**config.mk**
```make
export PLATFORM = sky130hd
export DESIGN_NAME = multilane_phy_rx
export DESIGN_NICKNAME = d
export VERILOG_FILES = /design/src/rtl/multilane_phy_rx.sv
export SDC_FILE = /design/constraint.sdc
export NUM_CORES = 1
export LEC_CHECK = 0
export ABC_AREA = 1
export BUFFER_PORTS_ARGS = -buffer_cell sky130_fd_sc_hd__buf_2
export CORE_ASPECT_RATIO = 2
export CORE_MARGIN = 2
export CORE_UTILIZATION = 29
export CTS_CLUSTER_SIZE = 20
export DETAILED_ROUTE_END_ITERATION = 16
export GPL_TIMING_DRIVEN = 0
export SYNTH_ARGS = -nofsm -noshare
export SYNTH_HDL_FRONTEND = slang
export SYNTH_SLANG_ARGS = --single-unit
export TNS_END_PERCENT = 30
```
**constraint.sdc**
```tcl
create_clock -name clk -period 1.8 [get_ports clk]
set_input_delay 0.18 -clock clk [delete_from_list [all_inputs] [get_ports clk]]
set_output_delay 0.18 -clock clk [all_outputs]
set_load 0.005 [all_outputs]
```
**src/rtl/multilane_phy_rx.sv**
```systemverilog
// Per-lane comma-aligned deserialiser: SEARCH -> COUNT -> LOCKED, words out one cycle after their last bit.
// No backpressure; enable=0 freezes every lane and suppresses valid_out.
module multilane_phy_rx #(
    parameter int                LANES    = 2,
    parameter int                WORD_W   = 8,
    parameter logic [WORD_W-1:0] COMMA    = 8'hBC,
    parameter logic [WORD_W-1:0] IDLE     = 8'h7C,
    parameter int                LOCK_CNT = 4,
    parameter bit                REALIGN  = 1'b0
) (
    input  logic                      clk,
    input  logic                      reset,
    input  logic                      enable,
    input  logic [LANES-1:0]          din,
    output logic [LANES*WORD_W-1:0]   data_out,
    output logic [LANES-1:0]          valid_out,
    output logic [LANES-1:0]          active,
    output logic                      all_active
);

    localparam int BW = (WORD_W > 2) ? $clog2(WORD_W) : 1;
    localparam int CW = $clog2(LOCK_CNT + 1) > 0 ? $clog2(LOCK_CNT + 1) : 1;

    typedef enum logic [1:0] {
        SEARCH = 2'd0,
        COUNT  = 2'd1,
        LOCKED = 2'd2
    } state_t;

    typedef struct packed {
        state_t            st;
        logic [BW-1:0]     bcnt;
        logic [CW-1:0]     cnt;
        logic [WORD_W-2:0] sr;
    } lane_t;

    lane_t [LANES-1:0]          lane_q, lane_d;
    logic  [LANES*WORD_W-1:0]   data_q, data_d;
    logic  [LANES-1:0]          valid_q, valid_d;
    logic  [LANES-1:0]          active_q, active_d;
    logic                       all_active_q, all_active_d;

    logic  [LANES-1:0][WORD_W-1:0] w;
    logic  [LANES-1:0]             bnd;

    always_comb begin
        w   = '0;
        bnd = '0;
        for (int i = 0; i < LANES; i++) begin
            w[i]   = {lane_q[i].sr, din[i]};
            bnd[i] = (lane_q[i].bcnt == BW'(WORD_W - 1));
        end
    end

    always_comb begin
        lane_d       = lane_q;
        data_d       = data_q;
        valid_d      = '0;
        active_d     = active_q;
        all_active_d = all_active_q;
        if (enable) begin
            for (int i = 0; i < LANES; i++) begin
                lane_d[i].sr   = w[i][WORD_W-2:0];
                lane_d[i].bcnt = bnd[i] ? '0 : lane_q[i].bcnt + 1'b1;
                case (lane_q[i].st)
                    SEARCH: begin
                        lane_d[i].bcnt = lane_q[i].bcnt;
                        if (w[i] == COMMA) begin
                            lane_d[i].bcnt = '0;
                            lane_d[i].cnt  = CW'(1);
                            lane_d[i].st   = (LOCK_CNT == 1) ? LOCKED : COUNT;
                        end
                    end
                    COUNT: begin
                        if (bnd[i]) begin
                            if (w[i] == COMMA) begin
                                lane_d[i].cnt = lane_q[i].cnt + 1'b1;
                                if (lane_q[i].cnt + 1'b1 >= CW'(LOCK_CNT))
                                    lane_d[i].st = LOCKED;
                            end else begin
                                lane_d[i].cnt = '0;
                                lane_d[i].st  = SEARCH;
                            end
                        end
                    end
                    LOCKED: begin
                        if (bnd[i]) begin
                            data_d[i*WORD_W +: WORD_W] = w[i];
                            valid_d[i] = (w[i] != COMMA) && (w[i] != IDLE);
                        end else if (REALIGN && (w[i] == COMMA)) begin
                            // Off-boundary comma: restart the count with this comma as the first.
                            lane_d[i].st   = COUNT;
                            lane_d[i].bcnt = '0;
                            lane_d[i].cnt  = CW'(1);
                        end
                    end
                    default: begin
                        lane_d[i].st  = SEARCH;
                        lane_d[i].cnt = '0;
                    end
                endcase
                active_d[i] = (lane_d[i].st == LOCKED);
            end
            all_active_d = &active_d;
        end
    end

    always_ff @(posedge clk) begin
        if (reset) begin
            lane_q       <= '0;
            data_q       <= '0;
            valid_q      <= '0;
            active_q     <= '0;
            all_active_q <= 1'b0;
        end else begin
            lane_q       <= lane_d;
            data_q       <= data_d;
            valid_q      <= valid_d;
            active_q     <= active_d;
            all_active_q <= all_active_d;
        end
    end

    assign data_out   = data_q;
    assign valid_out  = valid_q;
    assign active     = active_q;
    assign all_active = all_active_q;

endmodule
```
# After elaboration in Yosys (flattened, before gate mapping)
# Index checks and enable logic that the tools add are counted.
# Widths: inputs -> output; s select.
# totals
regBits	51
inputBits	5
out_inout_bits	21
wordCells	78
# op_classes
n_addsub	4
order_cmp	2
n_eq_ne	18
muxes	22
bitwise	5
n_reduce_logical	13
# ops
operator	count
$mux 3	8
$pmux 3 s3	2
$eq 8x8->1 const B	2
$mux 2	8
$mux 8	2
$ne 8x7->1 const B	2
$ne 8x8->1 const B	2
$add 3x1->3 const B	4
$pmux 2 s3	2
$eq 2x2->1 const B	4
$ne 2x2->1 const B	4
$reduce_and 4->1	2
$reduce_or 4->1	2
$eq 3x3->1 const B	2
$ge 3x3->1 const B	2
$reduce_and 2->1	3
$reduce_and 3->1	2
$not 1->1	5
$eq 2x1->1 const B	2
$logic_not 2->1	2
$logic_and 1x1->1	2

# Depth between registers and ports, before layout
# Gate-level depths: netlist of the first run.
# depth
depth_word	9
depth_mapped	10

# Least setup slack after synthesis of the first run
# Ideal clock, no wire load.
# synth_timing
path_type	reg-to-reg
from	reg lane_q[25] (netlist name)
to	reg data_q[14], in the netlist data_out[14]
arrival_time_ns	1.182
required_time_ns	1.680
setup_slack_ns	0.499
stages_incl_launch_ff	7
synth_period_minus_slack_ns	1.301
path_cell_list	dfxtp_1 > ha_1 > ha_1 > nand4_1 > inv_2 > o21ai_0 > a21oi_1
# synth_via
elab_chain_len	2
# synth_lines
element	line	rtl
from (decl)	37	lane_t [LANES-1:0] lane_q, lane_d;
from (signal assigned)	116	lane_q <= lane_d;
$eq 3x3->1	51	bnd[i] = (lane_q[i].bcnt == BW'(WORD_W - 1));
$reduce_and 3->1 (no source line)	-	
to (signal assigned)	117	data_q <= data_d;
to (decl)	38	logic [LANES*WORD_W-1:0] data_q, data_d;
# No other way between the ends.
# A chain may end at the register's enable or synchronous reset.

# Worst setup path after layout of the first run
# layout_timing
from	reg lane_q[10] (netlist name)
to	reg valid_q[0], in the netlist valid_out[0]
# layout_via
elab_chain_len	3
# layout_lines
element	line	rtl
$eq 3x3->1	51	
$not 1->1 (no source line)	-	
$reduce_or 4->1 (no source line)	-	
to (signal assigned)	118	valid_q <= valid_d;
to (decl)	39	logic [LANES-1:0] valid_q, valid_d;
# No other way between the ends.

==> results.toml, run 1 <==
[clock_tree]
cts_made_buffers = 5
clk_pin_slew_ps = 70
ctsRootBufferMaster = "clkbuf_16"
clk_latency_ps = 290
cts.path.max_buffers = 2
cts_tree = "yes"
hold_buffers = 0
htree_num_levels = 2
clock-sinks = 51

[synthesis]
synth_top_family_by_area = "simple AND/OR/NAND/NOR gates"
synth-seq-cells = 51
yosys-mux-area-fraction = 0
avgSynthCellArea_sq_um = 7.25
synthSimpleGateAreaFrac = 0.269
synth.net_count = 317
async_reset_ff_frac = 0
synth_edf_count = 0
yosysUniqueCellTypes = 25
postSynthCellCount = 306
synth-compound-area-share = 0.150
ys_seq_area_frac = 0.460
synthAdderAreaFrac = 0.0339
ys.flop_type = "dfxtp_1"
syn_area_sq_mm = 0.00222
ys_warn_count = 0
yosys.area_share.xor_xnor = 0.00395

[route]
via_count = 1987
routedWlPerCell_um = 11.5
vias_per_cell = 4.58
drc = 0
drt_iter0_markers = 98
wirelength_um = 5000
final_antenna_net_count = 0
dr.pass1.iters = 4

[timing]
fin_skew_ps = 3.95
fin_setup_tns_ps = 0
tightest_slew_ps = 516
grt_setup_unrepaired = "false"
maxSlewHeadroom = 0.656
setup_viol = 0
hold_viol = 0
finalCritPeriodShare = 0.830
max_freq_mhz = 669
drv_slew = 0
fin_crit_ps = 1490

[setup_path]
cp_num_cells = 6
critical_path.startpoint_type = "flop"
max_stage_delay_ps = 360
cp_common_cell = "ha_1"
cp_max_fo = 5
cp_data_required_time_ps = 1990
crit_path_end_kind = "flop"
cp.arrival_ps = 1690
crit_type = "reg2reg"
path_buf_inv = 1
crit_chain = "ha_1 > ha_1 > nand2_1 > nor2_2 > inv_1 > nor4_1"
cp_top_family = "simple AND/OR/NAND/NOR gates"
r2r_cells = 6
cpMaxStageDelayCell = "dfxtp_1"

[global_route]
track_usage = 0.126
grt_pass1_vias = 1871
grt_overflow = 0
grt_pass1_wl_um = 8450
antenna_found_initial = 0
grt_max_degree = 16

[layout]
final_cell_count_no_fill = 434
fin_nets = 350
diodes = 0
synthToLayoutAreaGrowth_pct = 19.8
fill_cells = 804
drive_gt1_frac = 0.147

[power_and_ir_drop]
p_per_area_mw_per_mm2 = 956
seq_power_share = 0.469
comb_power_share = 0.064
clock_power_share = 0.467
p_sw_w = 0.000531
p_int_w = 0.00201
irDropWorstVdd_mv = 0.661
p_leak_nw = 1.23
switching_share = 0.209

[min_path]
hp-class = "in2reg"
hold_path_depth = 3

[floorplanning]
row_count = 45
dieArea_sq_mm = 0.00840
io_pins = 26
core_sq_mm = 0.00749
die_x_um = 65.8
die_y_um = 128
initial_core_util = 0.296

[place]
gp_congestion = 0.784
placed_cells = 425
port_buffers = 25
hpwl_um = 3550

[flow_run]
drv_cap = 0

[status]
status = "finished, final reports clean"
## routing by layer
layer  routed length, um  GRT usage
met1                2380      0.163
met2                2360      0.208
met3                 225     0.0255
met4                  36     0.0368
met5                   0          0
## through the flow
stage,hold slack (ps),total power (W),cell area [sq um],setup WS [ps],utilization
final,155,0.00254,2660,306,0.355
after global routing,161,0.00265,2660,129,0.355
after CTS,144,0.00257,2650,118,0.354
after detailed placement,440,0.00138,2460,207,0.328
after global placement,446,0.00138,2460,193,0.328
after floorplan,259,0.00133,2220,499,-
## layout make-up
type / count / area (sq um) / area share
buffer: 10 / 48.8 / 0.0184
clock buffer: 6 / 129 / 0.0485
clock inverter: 2 / 60.1 / 0.0226
inverter: 36 / 135 / 0.0509
multi-input combinational: 209 / 1010 / 0.381
sequential: 51 / 1020 / 0.384
tap: 94 / 118 / 0.0443
timing repair buffer: 26 / 133 / 0.0499
## power by group through the flow
| stage | registers [W] | logic (W) | clock network [W] |
|---|---|---|---|
| 3_3_place_gp | 0.00122 | 0.000161 | 0 |
| 4_1_cts | 0.00119 | 0.000163 | 0.00122 |
| 5_1_grt | 0.00120 | 0.000187 | 0.00127 |
| 3_5_place_dp | 0.00122 | 0.000161 | 0 |
| 2_1_floorplan | 0.00121 | 0.000118 | 0 |
| 6_report | 0.00119 | 0.000163 | 0.00119 |
## kinds of logic (layout without fill, tap and decap cells)
| logic type | count (synthesis) | after routing |
|---|---|---|
| and+or+nand+nor | 136 | 136 |
| AOI/OAI and AO/OA | 66 | 66 |
| DFF | 51 | 51 |
| buffers and inverters | 46 | 80 |
| adders and majority gates | 6 | 6 |
| xor gates and xnor gates | 1 | 1 |
## final timing paths
kind / startpoint / endpoint / slack (ps)
min reg2reg: lane_q[23] / lane_q[23] / 470
max: lane_q[10] / valid_out[0] / 310
max reg2reg: lane_q[10] / valid_out[0] / 310
min: din[1] / lane_q[15] / 150
## registers in the layout, summed over array words and instances (netlist names)
signal,count
all_active,1
valid_out,2
lane_q,30
active,2
data_out,16
## Yosys cell counts, types with 3 or more instances
master	number	area, sq um
nand2_1	41	154
nand3_1	16	80.1
o21ai_0	34	170
nor2_2	4	25.0
dfxtp_1	51	1020
nor4_1	4	25.0
inv_1	34	128
ha_1	6	75.1
a21oi_1	29	145
clkbuf_1	5	18.8
nor3_1	4	20.0
nand4_1	3	18.8
nor2_1	57	214
nand2_2	3	18.8
## worst register-to-register path: cells and delay by family (launching register included)
kind,cells,cell delay (ps)
DFF,1,360
and+or+nand+nor,3,560
adders and majority gates,2,350
buffers and inverters,1,140
## repair_timing
item,in CTS,in global routing
buffers inserted,0,1
endpoints found under the setup margin,0,1
gates resized for setup,0,0
## cells in the final DEF, fill, tap and decap left out, types with 2 or more instances in the layout
cell type   n
nand2_1    41
buf_2      27
buf_4       3
o21ai_1     2
bufinv_16   2
dfxtp_1    51
nor4_1      4
nor2_1     57
nor2_2      4
inv_2       2
nand2_2     3
nand4_1     3
ha_1        6
inv_1      34
clkbuf_1    6
clkbuf_16   5
nand3_1    16
nor3_1      4
o21ai_0    34
a21oi_1    29
(Power assumes the default switching activity.)
==> run 2, diff against run 1 <==
==> constraint.sdc (replaced) <==
create_clock -name clk -period 1.6 [get_ports clk]
set_input_delay 0.16 -clock clk [delete_from_list [all_inputs] [get_ports clk]]
set_output_delay 0.16 -clock clk [all_outputs]
set_load 0.005 [all_outputs]
==> run 2 against run 1 <==
Effect of this change:
- design area is 0.61% higher
- hold slack worse by 18 ps
- flip-flop and latch count unchanged
==> results.toml, run 2 (synthesis gave the netlist of run 1 again) <==
[setup_path]
cpMaxStageDelayCell = "dfxtp_1"
critical_path.startpoint_type = "flop"
max_stage_delay_ps = 360
crit_chain = "ha_1 > ha_2 > nand2_1 > nor2_4 > inv_1 > nor4_1"
cp_data_required_time_ps = 1790
cp.arrival_ps = 1640
crit_path_end_kind = "flop"
reg2reg_slack_ps = 160
crit_type = "reg2reg"
cp_max_fo = 5

[place]
hpwl_um = 3550
pre_cts_ws_ps = 6.77
port_buffers = 25
gp_congestion = 0.784

[clock_tree]
htree_num_levels = 2
cts_made_buffers = 5
cts_tree = "yes"
clk_pin_slew_ps = 70
clock-sinks = 51
ctsRootBufferMaster = "clkbuf_16"
hold_buffers = 0
cts.path.max_buffers = 2
clk_latency_ps = 280

[power_and_ir_drop]
p_per_area_mw_per_mm2 = 1070
seq_power_share = 0.470
finalPower_w = 0.00285
p_leak_nw = 1.22
p_sw_w = 0.000594
p_int_w = 0.00226
comb_power_share = 0.064
irDropWorstVdd_mv = 0.743
switching_share = 0.208
clock_power_share = 0.466

[global_route]
track_usage = 0.126
antenna_found_initial = 0
grt-busiest-layer = "met2"
grt_util_met3 = 0.0255
use_met1 = 0.163
grt_pass1_vias = 1877
grt_util_met2 = 0.210
grt_overflow = 0
grt_pass1_wl_um = 8480
grt_max_degree = 16

[floorplanning]
row_count = 45
die_y_um = 128
die_x_um = 65.8
initial_core_util = 0.296
core_sq_mm = 0.00749
dieArea_sq_mm = 0.00840
io_pins = 26

[flow_run]
drv_cap = 0

[min_path]
hp-class = "in2reg"

[timing]
finalCritPeriodShare = 0.901
layout_setup_ws_ps = 158
hold_viol = 0
grt_setup_unrepaired = "false"
fin_crit_ps = 1440
max_freq_mhz = 693
tightest_slew_ps = 502
setup_viol = 0
drv_slew = 0
hold_slack_ps = 137
maxSlewHeadroom = 0.665
fin_setup_tns_ps = 0
fin_skew_ps = 3.70

[layout]
drive_gt1_frac = 0.159
final_common_cell = "nor2_1"
largest_reg_flops = 30
synthToLayoutAreaGrowth_pct = 20.5
diodes = 0
largest_register = "lane_q"
post-route-util = 0.357
mostFrequentLayoutCells = "57 x nor2_1, 51 x dfxtp_1, 40 x nand2_1"
fin_nets = 350

[route]
routedWlPerCell_um = 11.5
dr.pass1.iters = 4
wirelength_um = 4980
via_count = 1987
drt_iter0_markers = 92
final_antenna_net_count = 0
vias_per_cell = 4.58
drc = 0

[status]
status = "finished, final reports clean"
run 2: final timing paths:
path	from	cells after the start	end
hold reg to reg	lane_q[23]	2	lane_q[23]
setup reg to reg	lane_q[10]	6	valid_out[0]
setup / recovery	lane_q[10]	6	valid_out[0]
hold / removal	din[1]	3	lane_q[15]
run 2: area by class of cell:
type                       count  area (sq um)
tap                           94           118
fill                         805          4820
clock buffer                   6           129
buffer                        10          48.8
timing repair buffer          26           133
inverter                      36           135
multi-input combinational    209          1030
sequential                    51          1020
clock inverter                 2          60.1
run 2: power by group through the flow:
stage / sequential [W] / combinational (W) / clock, W
finish: 0.00134 / 0.000184 / 0.00133
global route: 0.00134 / 0.000212 / 0.00143
CTS: 0.00134 / 0.000184 / 0.00137
detailed placement: 0.00137 / 0.000182 / 0
global placement: 0.00137 / 0.000181 / 0
floorplan: 0.00136 / 0.000133 / 0
run 2: metal layers:
metal	routed length [um]	part of all wire
met2	2330	0.47
met5	0	0
met1	2400	0.48
met4	61	0.012
met3	203	0.041
run 2: worst max-delay path, delay by kind of cell, from the launching register on:
kind,cells,cell delay (ps)
fa+ha+maj,2,350
flops,1,360
simple gates,3,520
buf+inv,1,120
run 2: repair_timing:
action                                  4_1_cts  5_1_grt
pin swaps                                     1        0
setup buffers                                 1        0
gates resized for setup                       0        5
endpoints found under the setup margin        4        6
run 2: through the flow:
step | instances | instance area (sq um)
finish | 434 | 2670
global route | 434 | 2670
CTS | 434 | 2660
detailed placement | 425 | 2460
global placement | 425 | 2460
floorplan | 306 | 2220
==> run 3, diff against run 2 <==
--- a/config.mk
+++ b/config.mk
@@ -5,7 +5,6 @@
 export SDC_FILE = /design/constraint.sdc
 export NUM_CORES = 1
 export LEC_CHECK = 0
-export ABC_AREA = 1
 export BUFFER_PORTS_ARGS = -buffer_cell sky130_fd_sc_hd__buf_2
 export CORE_ASPECT_RATIO = 2
 export CORE_MARGIN = 2
==> run 3 against run 2 <==
Effect of this change:
- largest power group is now clock
- wire length up 3.5%
- clock power grew 4%
- flip-flop and latch count stayed put
- area after synthesis up 3.2%
- hold slack lost 9.7 ps
- critical path type unchanged
==> results.toml, run 3 <==
[status]
status = "finished, final reports clean"

[place]
gp_congestion = 0.831
port_buffers = 23
hpwl_um = 3800
place_area_sq_mm = 0.00252

[timing]
fin_crit_ps = 1580
setup_viol = 0
fin_setup_tns_ps = 0
max_freq_mhz = 632
grt_setup_unrepaired = "true"
fin_skew_ps = 3.57
finalCritPeriodShare = 0.988
maxSlewHeadroom = 0.617
drv_slew = 0
tightest_slew_ps = 575
hold_viol = 0

[synthesis]
postSynthCellCount = 243
synthSimpleGateAreaFrac = 0.250
synth_common_cells = "51 x dfxtp_1, 40 x nand2_1, 26 x nor2_1"
synth_top_family_by_area = "simple AND/OR/NAND/NOR gates"
synth.net_count = 254
yosysTopAreaCellShare = 0.446
avgSynthCellArea_sq_um = 9.42
synth_area_leaders = "dfxtp_1 45%, mux2i_1 6.6%, nand2_1 6.6%"
ys_seq_area_frac = 0.446
ys_warn_count = 0
synth_largest_area_cell = "dfxtp_1"
synth_edf_count = 0
yosys-mux-area-fraction = 0.0656
yosys.area_share.xor_xnor = 0.0153
synth-compound-area-share = 0.148
synthAdderAreaFrac = 0.0328
yosysUniqueCellTypes = 46
ys.flop_type = "dfxtp_1"
synth-seq-cells = 51
yosysMostFrequentCell = "dfxtp_1"
syn_area_sq_mm = 0.00229
async_reset_ff_frac = 0

[clock_tree]
clk_latency_ps = 290
cts_made_buffers = 5
ctsRootBufferMaster = "clkbuf_16"
clk_pin_slew_ps = 70
post-cts-setup-buffers = 0
htree_num_levels = 2
cts.path.max_buffers = 2
cts_tree = "yes"
clock-sinks = 51

[floorplanning]
dieArea_sq_mm = 0.00866
row_count = 45
die_x_um = 66.8
io_pins = 26
initial_core_util = 0.301
die_y_um = 130
core_sq_mm = 0.00760

[power_and_ir_drop]
p_per_area_mw_per_mm2 = 1030
p_int_w = 0.00223
clock_power_share = 0.492
p_sw_w = 0.000579
seq_power_share = 0.462
comb_power_share = 0.046
irDropWorstVdd_mv = 0.482
p_leak_nw = 1.09
switching_share = 0.206

[layout]
fill_cells = 817
final_common_cell = "dfxtp_1"
largest_reg_flops = 30
mostFrequentLayoutCells = "51 x dfxtp_1, 40 x nand2_1, 31 x buf_2"
drive_gt1_frac = 0.209
fin_area_sq_mm = 0.00274
diodes = 0
synthToLayoutAreaGrowth_pct = 19.5
largest_register = "lane_q"
fin_nets = 283

[global_route]
grt_overflow = 0
antenna_found_initial = 0
grt_pass1_vias = 1803
grt_max_degree = 16
grt_pass1_wl_um = 8430
track_usage = 0.131

[min_path]
hold_path_depth = 3
hold_start = "din[0]"
holdPathEnd = "data_out[0]"
hp-class = "in2reg"

[setup_path]
r2r_start = "lane_q[10]"
r2r_cells = 6
cp_max_fo = 5
reg2reg_slack_ps = 20
cpMaxStageDelayCell = "dfxtp_1"
cp.arrival_ps = 1800
critical_path.startpoint_type = "flop"
crit_chain = "ha_1 > ha_2 > nand4b_1 > nor4b_1 > nor2_1 > a211oi_2"
crit_path_end_kind = "flop"
cp_data_required_time_ps = 1820
crit_type = "reg2reg"
r2r_end = "all_active"
max_stage_delay_ps = 360

[route]
final_antenna_net_count = 0
routedWlPerCell_um = 14.1
wirelength_um = 5160
dr.pass1.iters = 4
vias_per_cell = 4.93
drc = 0
via_count = 1808
drt_iter0_markers = 43

[flow_run]
drv_cap = 0
## run 3: cell type report
class                           instances  area (sq um)  area share
Buffer                                 15          73.8      0.0270
Clock buffer                            6           129      0.0471
Clock inverter                          2          60.1      0.0220
Inverter                                5          18.8     0.00686
Multi-Input combinational cell        171          1200       0.439
Sequential cell                        51          1020       0.373
Tap cell                               94           118      0.0430
Timing Repair Buffer                   23           115      0.0421
## run 3: through the flow
| stage | worst slack [ps] | cells | hold slack, ps | utilization | total power [W] |
|---|---|---|---|---|---|
| finish | 18.7 | 367 | 127 | 0.360 | 0.00281 |
| global placement | -174 | 360 | 431 | 0.332 | 0.00145 |
| detailed placement | -176 | 360 | 432 | 0.332 | 0.00146 |
| global route | -39.6 | 367 | 139 | 0.360 | 0.00291 |
| CTS | 10.7 | 367 | 121 | 0.357 | 0.00284 |
| floorplan | 116 | 243 | 296 | - | 0.00142 |
## run 3: logic make-up after synthesis
group	after synthesis
buffers and inverters	21
adder cells (fa/ha/maj)	6
AO/OA/AOI/OAI	51
multiplexers	15
XOR/XNOR	4
AND/OR/NAND/NOR	95
flip-flops	51
## run 3: power by group through the flow
stage                     clock (W)  combinational (W)  sequential (W)
after global routing        0.00147           0.000142         0.00130
after global placement            0           0.000128         0.00133
after detailed placement          0           0.000128         0.00133
after floorplan                   0          0.0000952         0.00132
final                       0.00138           0.000129         0.00130
after CTS                   0.00141           0.000129         0.00130
## run 3: repair_timing
action | CTS | global route
hold buffers | 0 | 0
setup endpoints to repair | 19 | 6
gates resized for setup | 3 | 2
## run 3: worst max-delay path by stage
stage | depth (start not counted) | start | endpoint
after floorplan | 7 | lane_q[25] | all_active
after global placement | 5 | lane_q[25] | valid_out[1]
after detailed placement | 5 | lane_q[25] | valid_out[1]
after CTS | 6 | lane_q[10] | all_active
after global routing | 5 | lane_q[10] | lane_q[7]
final | 6 | lane_q[10] | all_active
## run 3: worst max-delay path: cells and delay by family (launching register included)
| kind | cells | cell delay (ps) |
|---|---|---|
| flip-flops | 1 | 360 |
| AND/OR/NAND/NOR | 3 | 530 |
| adder cells (fa/ha/maj) | 2 | 400 |
| AO/OA/AOI/OAI | 1 | 220 |
## run 3: per-layer routing
layer,track usage,part of all wire
met1,0.132,0.39
met2,0.236,0.54
met3,0.0243,0.035
met4,0.0852,0.033
met5,0,0
